`src/rtl/pipeline_control_unit_pkg.sv`:
```
// pipeline_control_unit_pkg: shared state/select types and forwarding helper
package pipeline_control_unit_pkg;
  typedef enum logic [1:0] {RUN, DRAIN, HALTED} pipe_ctrl_state_t;
  typedef enum logic [1:0] {
    FWD_REG  = 2'b00,
    FWD_MEM  = 2'b01,
    FWD_WB   = 2'b10,
    FWD_LOAD = 2'b11
  } fwd_sel_t;
  function automatic fwd_sel_t fwdSel(input logic [4:0] src, input logic [4:0] memRw, input logic memWen,
                                      input logic memLoad, input logic [4:0] wbRw, input logic wbWen);
    return (src == 5'd0) ? FWD_REG :
           (memWen && src == memRw) ? (memLoad ? FWD_LOAD : FWD_MEM) :
           (wbWen && src == wbRw) ? FWD_WB : FWD_REG;
  endfunction
endpackage

```
`src/rtl/pipeline_control_unit_forwarding.sv`:
```
// forwarding_unit: per-operand EX forwarding select, MEM producer beats WB
module forwarding_unit
  import pipeline_control_unit_pkg::*;
#(
  parameter int FWD_EN = 1
) (
  input  logic [4:0] ex_Rs,
  input  logic [4:0] ex_Rt,
  input  logic [4:0] mem_Rw,
  input  logic       mem_RegWEN,
  input  logic       mem_dREN,
  input  logic [4:0] wb_Rw,
  input  logic       wb_RegWEN,
  output fwd_sel_t   fwd_a,
  output fwd_sel_t   fwd_b
);
  // with forwarding disabled the operands always come from the register file
  always_comb begin
    fwd_a = (FWD_EN != 0) ? fwdSel(ex_Rs, mem_Rw, mem_RegWEN, mem_dREN, wb_Rw, wb_RegWEN) : FWD_REG;
    fwd_b = (FWD_EN != 0) ? fwdSel(ex_Rt, mem_Rw, mem_RegWEN, mem_dREN, wb_Rw, wb_RegWEN) : FWD_REG;
  end
endmodule

```
`src/rtl/pipeline_control_unit.sv`:
```
// pipeline_control_unit: latch enables/flushes, PC enable, halt drain FSM and stall counter
module pipeline_control_unit
  import pipeline_control_unit_pkg::*;
#(
  parameter int FWD_EN = 1,
  parameter int CNT_W  = 16
) (
  input  logic             CLK,
  input  logic             nRST,
  input  logic             ihit,
  input  logic             dhit,
  input  logic [4:0]       id_Rs,
  input  logic [4:0]       id_Rt,
  input  logic             id_uses_rs,
  input  logic             id_uses_rt,
  input  logic [4:0]       ex_Rs,
  input  logic [4:0]       ex_Rt,
  input  logic [4:0]       ex_Rw,
  input  logic             ex_RegWEN,
  input  logic             ex_dREN,
  input  logic             branch_taken,
  input  logic [4:0]       mem_Rw,
  input  logic             mem_RegWEN,
  input  logic             mem_dREN,
  input  logic             mem_dWEN,
  input  logic             mem_halt,
  input  logic [4:0]       wb_Rw,
  input  logic             wb_RegWEN,
  input  logic             wb_halt,
  output logic             pc_en,
  output logic             fd_en,
  output logic             de_en,
  output logic             em_en,
  output logic             mw_en,
  output logic             fd_flush,
  output logic             de_flush,
  output logic             em_flush,
  output logic [1:0]       fwd_a,
  output logic [1:0]       fwd_b,
  output logic             halt,
  output logic [CNT_W-1:0] stall_cnt
);
  pipe_ctrl_state_t state, nextState;
  logic dmemWait, useStall;
  function automatic logic idReads(input logic [4:0] rw, input logic wen);
    return wen && rw != 5'd0 && ((id_uses_rs && id_Rs == rw) || (id_uses_rt && id_Rt == rw));
  endfunction
  assign dmemWait = (mem_dREN | mem_dWEN) & ~dhit;
  assign useStall = idReads(ex_Rw, ex_RegWEN & ex_dREN) |
                    ((FWD_EN == 0) && (idReads(ex_Rw, ex_RegWEN) || idReads(mem_Rw, mem_RegWEN)));
  assign halt = (state == HALTED);
  forwarding_unit #(.FWD_EN(FWD_EN)) u_fwd (
    .ex_Rs(ex_Rs), .ex_Rt(ex_Rt), .mem_Rw(mem_Rw), .mem_RegWEN(mem_RegWEN),
    .mem_dREN(mem_dREN), .wb_Rw(wb_Rw), .wb_RegWEN(wb_RegWEN), .fwd_a(fwd_a), .fwd_b(fwd_b)
  );
  // state register
  always_ff @(posedge CLK or negedge nRST)
    if (!nRST) state <= RUN;
    else state <= nextState;
  // hazard priority chain in RUN; DRAIN keeps bubbling until the halt retires
  always_comb begin
    nextState = state;
    pc_en = ihit;
    {fd_en, de_en, em_en, mw_en} = 4'b1111;
    {fd_flush, de_flush, em_flush} = 3'b000;
    if (state == HALTED) begin
      pc_en = 1'b0;
      {fd_en, de_en, em_en, mw_en} = 4'b0000;
    end else if (state == DRAIN) begin
      pc_en = 1'b0;
      {fd_en, de_en, em_en, mw_en} = {4{~dmemWait}};
      {fd_flush, de_flush, em_flush} = 3'b111;
      nextState = wb_halt ? HALTED : DRAIN;
    end else begin
      if (dmemWait) begin
        pc_en = 1'b0;
        {fd_en, de_en, em_en, mw_en} = 4'b0000;
      end else if (branch_taken) begin
        pc_en = 1'b1;
        {fd_flush, de_flush} = 2'b11;
      end else if (useStall) begin
        pc_en = 1'b0;
        fd_en = 1'b0;
        de_flush = 1'b1;
      end else if (!ihit) begin
        fd_flush = 1'b1;
      end
      nextState = (mem_halt && !dmemWait) ? DRAIN : RUN;
    end
  end
  // saturating count of RUN cycles in which the PC is held
  always_ff @(posedge CLK or negedge nRST)
    if (!nRST) stall_cnt <= '0;
    else if (state == RUN && !pc_en && !(&stall_cnt)) stall_cnt <= stall_cnt + 1'b1;
endmodule

```
`config.mk`:
```
export PLATFORM = sky130hd
export DESIGN_NAME = pipeline_control_unit
export DESIGN_NICKNAME = d
export VERILOG_FILES = /design/src/rtl/pipeline_control_unit_pkg.sv /design/src/rtl/pipeline_control_unit_forwarding.sv /design/src/rtl/pipeline_control_unit.sv
export SDC_FILE = /design/constraint.sdc
export NUM_CORES = 1
export LEC_CHECK = 0
export ABC_AREA = 0
export BUFFER_PORTS_ARGS = -buffer_cell sky130_fd_sc_hd__buf_2
export CELL_PAD_IN_SITES_DETAIL_PLACEMENT = 1
export CELL_PAD_IN_SITES_GLOBAL_PLACEMENT = 1
export CORE_ASPECT_RATIO = 2
export CORE_MARGIN = 10
export CORE_UTILIZATION = 36
export CTS_BUF_LIST = sky130_fd_sc_hd__clkbuf_2 sky130_fd_sc_hd__clkbuf_4 sky130_fd_sc_hd__clkbuf_8
export DETAILED_ROUTE_END_ITERATION = 6
export GPL_ROUTABILITY_DRIVEN = 0
export PLACE_DENSITY = 0.92
export SYNTH_ARGS = -nofsm -noshare
export SYNTH_HDL_FRONTEND = slang
export SYNTH_SLANG_ARGS = --single-unit
```
`constraint.sdc`:
```
create_clock -name CLK -period 3.1 [get_ports CLK]
set_clock_uncertainty 0.15 [all_clocks]
set_input_delay 0.62 -clock CLK [delete_from_list [all_inputs] [get_ports CLK]]
set_output_delay 0.62 -clock CLK [all_outputs]
set_load 0.02 [all_outputs]
```
* After elaboration in Yosys (flattened, before gate mapping)
Index checks and enable logic that the tools add are counted. Widths: inputs -> output; s select.
Word-level totals: register bits 18, input bits 50, output and inout bits 29, logic and storage cells 72
Cells by class: add/sub/neg operators 1, equality and inequality tests 8, muxes and demuxes 36, bitwise logic cells 5, reduce and logical (&&, ||, !) cells 20
Operator list (count):
- $eq 5x5->1 | 6
- $mux 1 | 27
- $mux 2 | 9
- $add 16x1->16 const B | 1
- $reduce_and 16->1 | 1
- $logic_and 1x1->1 | 11
- $logic_not 5->1 | 2
- $reduce_bool 5->1 | 1
- $logic_not 1->1 | 3
- $and 1x1->1 | 2
- $eq 2x1->1 const B | 1
- $eq 2x2->1 const B | 1
- $logic_not 2->1 | 1
- $not 1->1 | 2
- $logic_or 1x1->1 | 1
- $or 1x1->1 | 1

* Logic depth before layout (Yosys ltp)
Gate-level depths: netlist of the first run.
depth after elaboration 12, depth in mapped cells 7, depth with buffers taken out 6

* Cells and area by module
A second synthesis of the first run with hierarchy kept.
Second synthesis, totals: cells, all modules 149, area, all modules 1433.9 µm²
Modules (own cells, without submodules):
- pipeline_control_unit | times used 1, cells an instance 107, area each 1118.6 µm², seq. area each 450.4 µm²
- forwarding_unit | times used 1, cells an instance 42, area each 315.3 µm², seq. area each 0.0 µm²

* Least setup slack after synthesis of the first run
OpenSTA, ideal clock, no wires.
kind input to output, start input port ex_Rw[0], end output port pc_en, arrival time 2.184 ns, required time 2.330 ns, path slack 0.146 ns, stages 5, path buffers 0, cell sequence or3_1 -> o311a_1 -> nand2_1 -> a21oi_1 -> nor4_1
Between the ends: cells in the longest elaborated chain, start to end 9, elaborated cells on any way between the ends 13, those cells by class 2 x eq/ne; 5 x mux; 6 x reduce/logical
Ends and longest elaborated chain:
- from (decl) | line pipeline_control_unit.sv:18 | input logic [4:0] ex_Rw,
- $eq 5x5->1 | line pipeline_control_unit.sv:46 | return wen && rw != 5'd0 && ((id_uses_rs && id_Rs == rw) || (id_uses_rt && id_Rt == rw));
- $logic_and 1x1->1 | line pipeline_control_unit.sv:46
- $logic_or 1x1->1 | line pipeline_control_unit.sv:46
- $logic_and 1x1->1 * | line pipeline_control_unit.sv:46
- $mux 1 * | line pipeline_control_unit.sv:81 | end else if (useStall) begin
- $mux 1 * | line pipeline_control_unit.sv:78 | end else if (branch_taken) begin
- $mux 1 * | line pipeline_control_unit.sv:75 | if (dmemWait) begin
- $mux 1 * | line pipeline_control_unit.sv:69 | end else if (state == DRAIN) begin
- $mux 1 * | line pipeline_control_unit.sv:66 | if (state == HALTED) begin
- to (decl) | line pipeline_control_unit.sv:30 | output logic pc_en,
Every way passes the cells marked *; elsewhere a longest branch is shown, timed or not.

* Final worst setup path of the first run
Same ends and word-level chain as after synthesis.

==> results.md, run 1 <==
Status:
- The flow ran to the end, and the final reports show no timing, DRC or antenna violations.

Routing:
- The first TritonRoute pass finished after 3 iterations.
- After the first detailed-routing iteration, the DRC count stood at 58.
- The total length of routed wires is 5310 µm.
- In this run the remaining antenna-violating nets after routing total 0.
- The routed wire length per instance is 18.5 µm.
- For this run, design rule violations remaining after detail routing come to 0.
- The ratio of routed vias to standard cells is 5.27.
- The total number of vias is 1507.

Global route:
- For this run, global-route usage on met2 was measured as 0.296.
- The met3 layer usage reported by global route is 0.0572.
- The wire length of the first global-routing pass is 8870 µm.
- The layer flagged by global routing as most heavily used is met2.
- Summed over all layers, the global routing overflow is 0.
- The number of global-route vias before repair came to 1837.
- For this run, global-route usage on met1 was measured as 0.119.
- Entering global routing, the biggest net connects 19 pins.
- The global router's overall resource usage is 0.151.
- The number of antenna violations at the first check in global routing is 0.

Clock tree:
- The count of hold-fix buffers inserted at cts is 0.
- Once the clock tree was built, the setup fixing pass inserted 0 buffers.
- The tree built by TritonCTS fans out to 18 sinks.
- CTS built an H-tree with a depth of 1.
- After clock tree synthesis, the clock-pin slew on the worst setup and hold paths is 0.07 ns.
- TritonCTS built the clock tree.
- After clock tree synthesis, the repair step resized 0 gates.
- The insertion delay of the later-clocked pin in the worst-skew pair is 0.26 ns.
- The tree is rooted in a clkbuf_8.
- The CTS buffer count is 3.
- Counting along the longest clock path gives a buffer depth of 2.

Pwr:
- For this design the static power due to leakage is 0.939 nW.
- The peak supply drop is 0.307 mV.
- The post-layout total power is 1.22 mW.
- For this design the ratio of total power to cell area is 614 nW/µm².

Logic synthesis:
- The synthesized design spends more area on one cell type than any other, namely dfrtp_1.
- The number of enable flip-flop cells after synthesis is 0.
- Counting every instance in the synthesized netlist gives 155.
- The share of synthesized flip-flops with an asynchronous set or reset is 1.00.
- The share of synthesized area in the top cell type comes to 0.300.
- A synthesized cell averages 9.69 µm².
- Sorting the synthesized cells by area gives the leading types as dfrtp_1 30%, xor2_1 18%, xnor2_1 8.2%, nor3_2 4.0%, nand4_1 2.9%.
- The post-synthesis register bit count is 18.
- The post-synthesis cell area is 1500 µm².
- The number of distinct standard cells referenced by the synthesized netlist is 41.
- For this run, the leading register cell type out of synthesis is dfrtp_1.
- The part of the Yosys area used for sequential elements is 0.300.
- The count of synthesis-stage warnings from yosys is 0.
- The total nets after synthesis is 206.
- By count the netlist is led by 31 x xor2_1, 18 x dfrtp_1, 14 x xnor2_1.
- Yosys instantiated no cell more often than xor2_1.

Critical path:
- Counting stages on the worst path, the most repeated cell is buf_2.
- Walking the worst path, the cells encountered are buf_2, or3_1, o311a_1, nand2_1, a21oi_1, nor4_1, buf_2.
- In this design, the stage delay of the slowest critical-path cell is 0.38 ns.
- The worst setup path is captured at a primary output.
- The library cell contributing the largest single delay on the critical path is or3_1.
- The worst setup path is of the primary input to primary output kind.
- The gate family responsible for the most delay along the worst path is simple AND/OR/NAND/NOR gates.
- The data arrival time of the critical path is 2.10 ns.
- The nature of the critical path startpoint is a primary input.
- The data required time of the critical path is 2.33 ns.
- The critical path contains buffers and inverters numbering 2 combined.
- The maximum fanout along the worst path is 3.

Floorplanning:
- From left edge to right edge, the die measures 65.7 µm.
- The die is 111 µm tall.
- The number of I/O pins is 79.
- The standard-cell row count is 33.
- The die area is 7310 µm².
- The initial utilization of the core area, before any placement, comes to 0.367.
- In this run the standard cell core region covers 4090 µm².

STA:
- The total negative slack is 0 ns.
- At the pin with the least slew margin, the transition time is 0.475 ns.
- The number of hold-slack violations in the final timing report is 0.
- The worst slew margin relative to its limit is 0.682.
- The timing-limited maximum frequency is 349 MHz.
- Setup repair after global routing left no endpoint under its margin.
- The count of pins over their slew limit is 0.
- In the finished design, the share of the clock period the worst path needs comes to 0.925.
- Setup violations remaining at the end of the flow were counted as 0.
- Final hold analysis gives a worst-case slack of 0.143 ns.
- The time the worst path needs with I/O delays and setup is 2.87 ns.

Place:
- The count of buffers added on input and output ports is 78.
- The placed instance area is 1940 µm².
- The half-perimeter wire length after placement is 4700 µm.
- After detailed placement, the design holds a cell count of 282.

Layout:
- The layout-stage area growth over the synthesis result is 32.8%.
- The final net count is 286.
- The final standard cell count with taps included and fillers excluded is 286.
- The share of cells above drive strength 1 is 0.432.
- After filler insertion, the fill cell instance count of the layout stands at 505.
- The cell area after layout is 1990 µm².
- The antenna diode count is 0.

Min path:
- The path class of the lowest-slack min-delay path is primary input to asynchronous set/reset pin.

Flow run:
- Across the run, the number of max-cap violations was 0.
==> per-layer routing <==
| metal | part of all wire | routed length (µm) | vias to the layer above |
|---|---|---|---|
| met4 | 0.038 | 204 | 0 |
| met3 | 0.084 | 448 | 12 |
| li1 | - | - | 707 |
| met1 | 0.29 | 1530 | 725 |
| met5 | 0 | 0 | - |
| met2 | 0.59 | 3120 | 63 |
==> sequential cells by signal (all words and copies together), names as in the netlist <==
register and cells:
state 2, stall_cnt 16
==> final timing paths <==
| check | slack [ns] | endpoint | startpoint | cells after the start |
|---|---|---|---|---|
| max | 0.23 | pc_en | ex_Rw[0] | 7 |
| min | 0.14 | stall_cnt[2] | nRST | 1 |
| max reg2reg | 0.84 | stall_cnt[7] | stall_cnt[2] | 7 |
| min reg2reg | 0.34 | stall_cnt[15] | stall_cnt[15] | 1 |
| max in group asynchronous | 2.36 | stall_cnt[10] | nRST | 1 |
| min in group CLK | 0.34 | stall_cnt[15] | stall_cnt[15] | 1 |
==> layout make-up <==
cell class | instances | area, µm² | share of cell area
multi-input cells | 131 | 1000 | 0.503
flip-flops and latches | 18 | 450 | 0.226
repair buffers | 80 | 418 | 0.210
well taps | 52 | 65.1 | 0.0326
clock buffers | 4 | 55.1 | 0.0276
inverters | 1 | 3.75 | 0.00188
==> cells by family after synthesis <==
| family | share of synthesized area |
|---|---|
| XOR/XNOR | 0.263 |
| multiplexers | 0.0100 |
| AND/OR/NAND/NOR | 0.311 |
| flip-flops | 0.300 |
| buffers and inverters | 0.0325 |
| AO/OA/AOI/OAI | 0.0758 |
| adder cells (fa/ha/maj) | 0.00833 |
==> metrics by stage <==
step | util | setup WS [ns]
CTS | 0.488 | 0.217
global placement | 0.474 | 0.239
finish | 0.488 | 0.232
detailed placement | 0.474 | 0.225
floorplan | - | 0.146
global route | 0.488 | 0.0714
==> worst reg2reg max path, cell delays in order (launching register included) <==
cell	delay (ns)
dfrtp_1	0.44
and3_1	0.22
and3_2	0.24
nand3_4	0.13
nor3_4	0.42
buf_4	0.27
nor4b_1	0.09
xor2_1	0.16
==> report_power, final <==
part,total [mW],switching [mW],leakage [nW],internal (mW)
sequential,0.399,0.0909,0.215,0.308
combinational,0.633,0.389,0.695,0.244
clock,0.193,0.0804,0.0288,0.113
==> cells in the final DEF, fill, tap and decap left out, types with 2 or more instances in the layout <==
cell type  count
nor4_1         6
nor4b_1        3
buf_2         78
or4_1          3
nand2b_1       2
a21oi_1        4
nor4_2         2
nor2_1        11
or3_1          2
xor2_1        31
dfrtp_1       18
o21ai_0        2
xnor2_1       14
nor3_2         6
nand2_1       11
nand3_1        5
nand4_1        7
clkbuf_8       4
nor2b_1        2
a21o_1         2
Note: power is estimated with default switching activity, not from simulation.
==> inputs of run 2 (changes only) <==
--- a/config.mk
+++ b/config.mk
@@ -16,6 +16,7 @@
 export DETAILED_ROUTE_END_ITERATION = 6
 export GPL_ROUTABILITY_DRIVEN = 0
 export PLACE_DENSITY = 0.92
+export SETUP_SLACK_MARGIN = 0.5
 export SYNTH_ARGS = -nofsm -noshare
 export SYNTH_HDL_FRONTEND = slang
 export SYNTH_SLANG_ARGS = --single-unit
==> results.md, run 2 (same netlist as run 1, synthesis figures left out) <==
Clock tree:
- The insertion delay of the later-clocked pin in the worst-skew pair is 0.26 ns (about the same).
- The deepest level of the CTS H-tree is 1 (unchanged).
- The CTS buffer count was 3 (unchanged).
- The clock tree from TritonCTS is built.
- The clock slew seen by the registers of the worst setup and hold paths is 0.07 ns (about the same).
- The maximum clock insertion buffer count is 2 (unchanged).
- The count of hold-fix buffers inserted at cts is 0 (unchanged).
- The clock net sink count is 18 (unchanged).
- The master cell of the clock root buffer is clkbuf_8.

Pwr:
- The peak supply drop is 0.252 mV (-18%).
- The proportion of power drawn by combinational gates is 0.531 (+0.014).
- The internal power is 0.688 mW (+3.5%).
- The post-layout total power is 1.25 mW (+2.1%).
- The switching power share of the total is 0.450 (-0.00724).
- The switching power total is 0.563 mW (+0.53%).
- The sequential share of power is 0.313 (-0.013).
- The clock network power share came to 0.156 (-0.002).
- The cell area power density was 601 nW/µm² (-2.0%).
- The cell leakage power is 0.971 nW (+3.4%).

Global route:
- The number of global-route vias before repair is 1806 (-1.7%).
- The maximum number of pins on one net before global-route repair is 19 (unchanged).
- The global router's overall resource usage is 0.150 (-0.000987).
- The leftover overflow at the end of global routing was 0 (unchanged).
- The number of antenna violations at the first check in global routing came to 0 (unchanged).
- The wire length of the first global-routing pass is 8720 µm (-1.7%).

Routing:
- The total number of vias is 1539 (+2.1%).
- The total length of routed wires came to 5340 µm (+0.62%).
- The ratio of routed vias to standard cells was 5.31 (+0.71%).
- The routed wire length per instance was 18.4 µm (-0.77%).
- The initial DRC count came to 52 (-10%).
- The number of routed nets with antenna violations was 0 (unchanged).
- The first-pass detailed-route iteration total is 4 (+1).
- The final routed DRC violation total is 0 (unchanged).

Layout:
- The largest register by flop count is stall_cnt.
- The number of flip-flops under the largest register name is 16 (unchanged).
- The final net count is 290 (+1.4%).
- The largest registers in the layout are stall_cnt: 16 flops, state: 2 flops.
- The most frequent standard cell in the layout excluding fill and tap cells is buf_2.
- The cell area after layout is 2080 µm² (+4.3%).
- Compared with the post-synthesis result, the final layout area differs by 38.5%.
- The share of cells above drive strength 1 came to 0.458 (+0.0264).
- Leaving out fill and tap cells, the most frequent cells in the layout are 71 x buf_2, 31 x xor2_1, 18 x dfrtp_1, 14 x xnor2_1, 11 x nor2_1.
- The antenna diode count is 0 (unchanged).

STA:
- The time the worst path needs with I/O delays and setup is 2.71 ns (-0.157 ns).
- Setup repair after global routing could not meet its margin everywhere.
- The count of pins over their slew limit is 0 (unchanged).
- The worst-case hold slack is 0.133 ns (-0.00957 ns).
- The total negative slack is 0 ns (unchanged).
- The worst slew margin relative to its limit was 0.614 (-0.0681).
- The part of the cycle the worst path needs came to 0.874 (-0.0507).
- The slew at the pin closest to its max-slew limit is 0.577 ns (+0.102 ns).
- The total setup violations reported at the end of the flow was 0 (unchanged).
- The timing-limited maximum frequency came to 369 MHz (+5.8%).
- The number of hold-slack violations in the final timing report came to 0 (unchanged).

Place:
- The count of port buffers added during placement is 78 (unchanged).
- The half-perimeter wire length after placement was 4580 µm (-2.6%).
- The placed instance area was 1940 µm² (+0.13%).

Critical path:
- By startpoint and endpoint, the worst setup path is classified as primary input to primary output.
- The nature of the critical path endpoint is a primary output.
- The data required time of the critical path came to 2.33 ns (about the same).
- The worst reg-to-reg setup slack came to 1.00 ns (+0.16 ns).
- In this run the critical register-to-register path is captured at stall_cnt[1].
- The startpoint identified for the worst register-to-register timing path is stall_cnt[2].
- The data arrival time of the critical path is 1.94 ns (-0.16 ns).
- The number of cells traversed by the worst register-to-register path came to 7 (unchanged).
- The nature of the critical path startpoint is a primary input.
- The maximum fanout along the worst path is 3 (unchanged).

Floorplanning:
- The die span in y came to 111 µm (unchanged).
- The horizontal extent of the die is 65.7 µm (unchanged).
- The core box area came to 4090 µm² (unchanged).
- The number of I/O pins came to 79 (unchanged).
- The die area came to 7310 µm² (unchanged).
- The standard-cell row count came to 33 (unchanged).
- The starting density of the core is 0.367 (unchanged).

Min path:
- In this run the worst hold path is classified as primary input to asynchronous set/reset pin.

Flow run:
- The reported max-cap violation count came to 0 (unchanged).

Status:
- The flow ran to the end, and the final reports show no timing, DRC or antenna violations.
[run 2: worst max-delay path by stage]
| stage | start | end |
|---|---|---|
| floorplan | ex_Rw[0] | pc_en |
| global placement | ex_Rw[0] | pc_en |
| detailed placement | ex_Rw[0] | pc_en |
| CTS | ex_Rw[2] | pc_en |
| global route | ex_Rw[2] | pc_en |
| finish | ex_Rw[2] | pc_en |
[run 2: cell type report]
type / instances / area, µm²
Sequential cell: 18 / 450
Tap cell: 52 / 65.1
Inverter: 1 / 3.75
Fill cell: 502 / 2010
Clock buffer: 4 / 55.1
Multi-Input combinational cell: 131 / 1030
Timing Repair Buffer: 84 / 475
[run 2: power groups by stage]
stage	Clock, mW	Sequential (mW)	Combinational [mW]
3_3_place_gp	0	0.395	0.618
2_1_floorplan	0	0.456	0.357
6_report	0.195	0.392	0.664
4_1_cts	0.203	0.393	0.670
5_1_grt	0.207	0.406	0.720
3_5_place_dp	0	0.397	0.634
[run 2: timing repair]
item,4_1_cts,5_1_grt
hold endpoints to repair,0,0
setup buffers,3,1
gates resized for setup,15,1
endpoints found under the setup margin,5,7
pin swaps,6,2
[run 2: routing by layer]
metal  track usage  share of wire
met1         0.118           0.29
met2         0.292           0.59
met3        0.0402          0.069
met4        0.0948          0.055
met5             0              0
[run 2: metrics by stage]
step | instances | util | setup WS, ns
2_1_floorplan | 155 | - | 0.531
3_3_place_gp | 282 | 0.475 | 0.310
3_5_place_dp | 282 | 0.475 | 0.250
4_1_cts | 289 | 0.505 | 0.360
5_1_grt | 290 | 0.509 | 0.341
6_report | 290 | 0.509 | 0.390
[run 2: critical path, stage by stage]
cell and delay (ns):
buf_8 0.10, or3_1 0.37, o311a_1 0.35, nand2_2 0.11, a21oi_2 0.08, nor4_4 0.13, buf_4 0.19
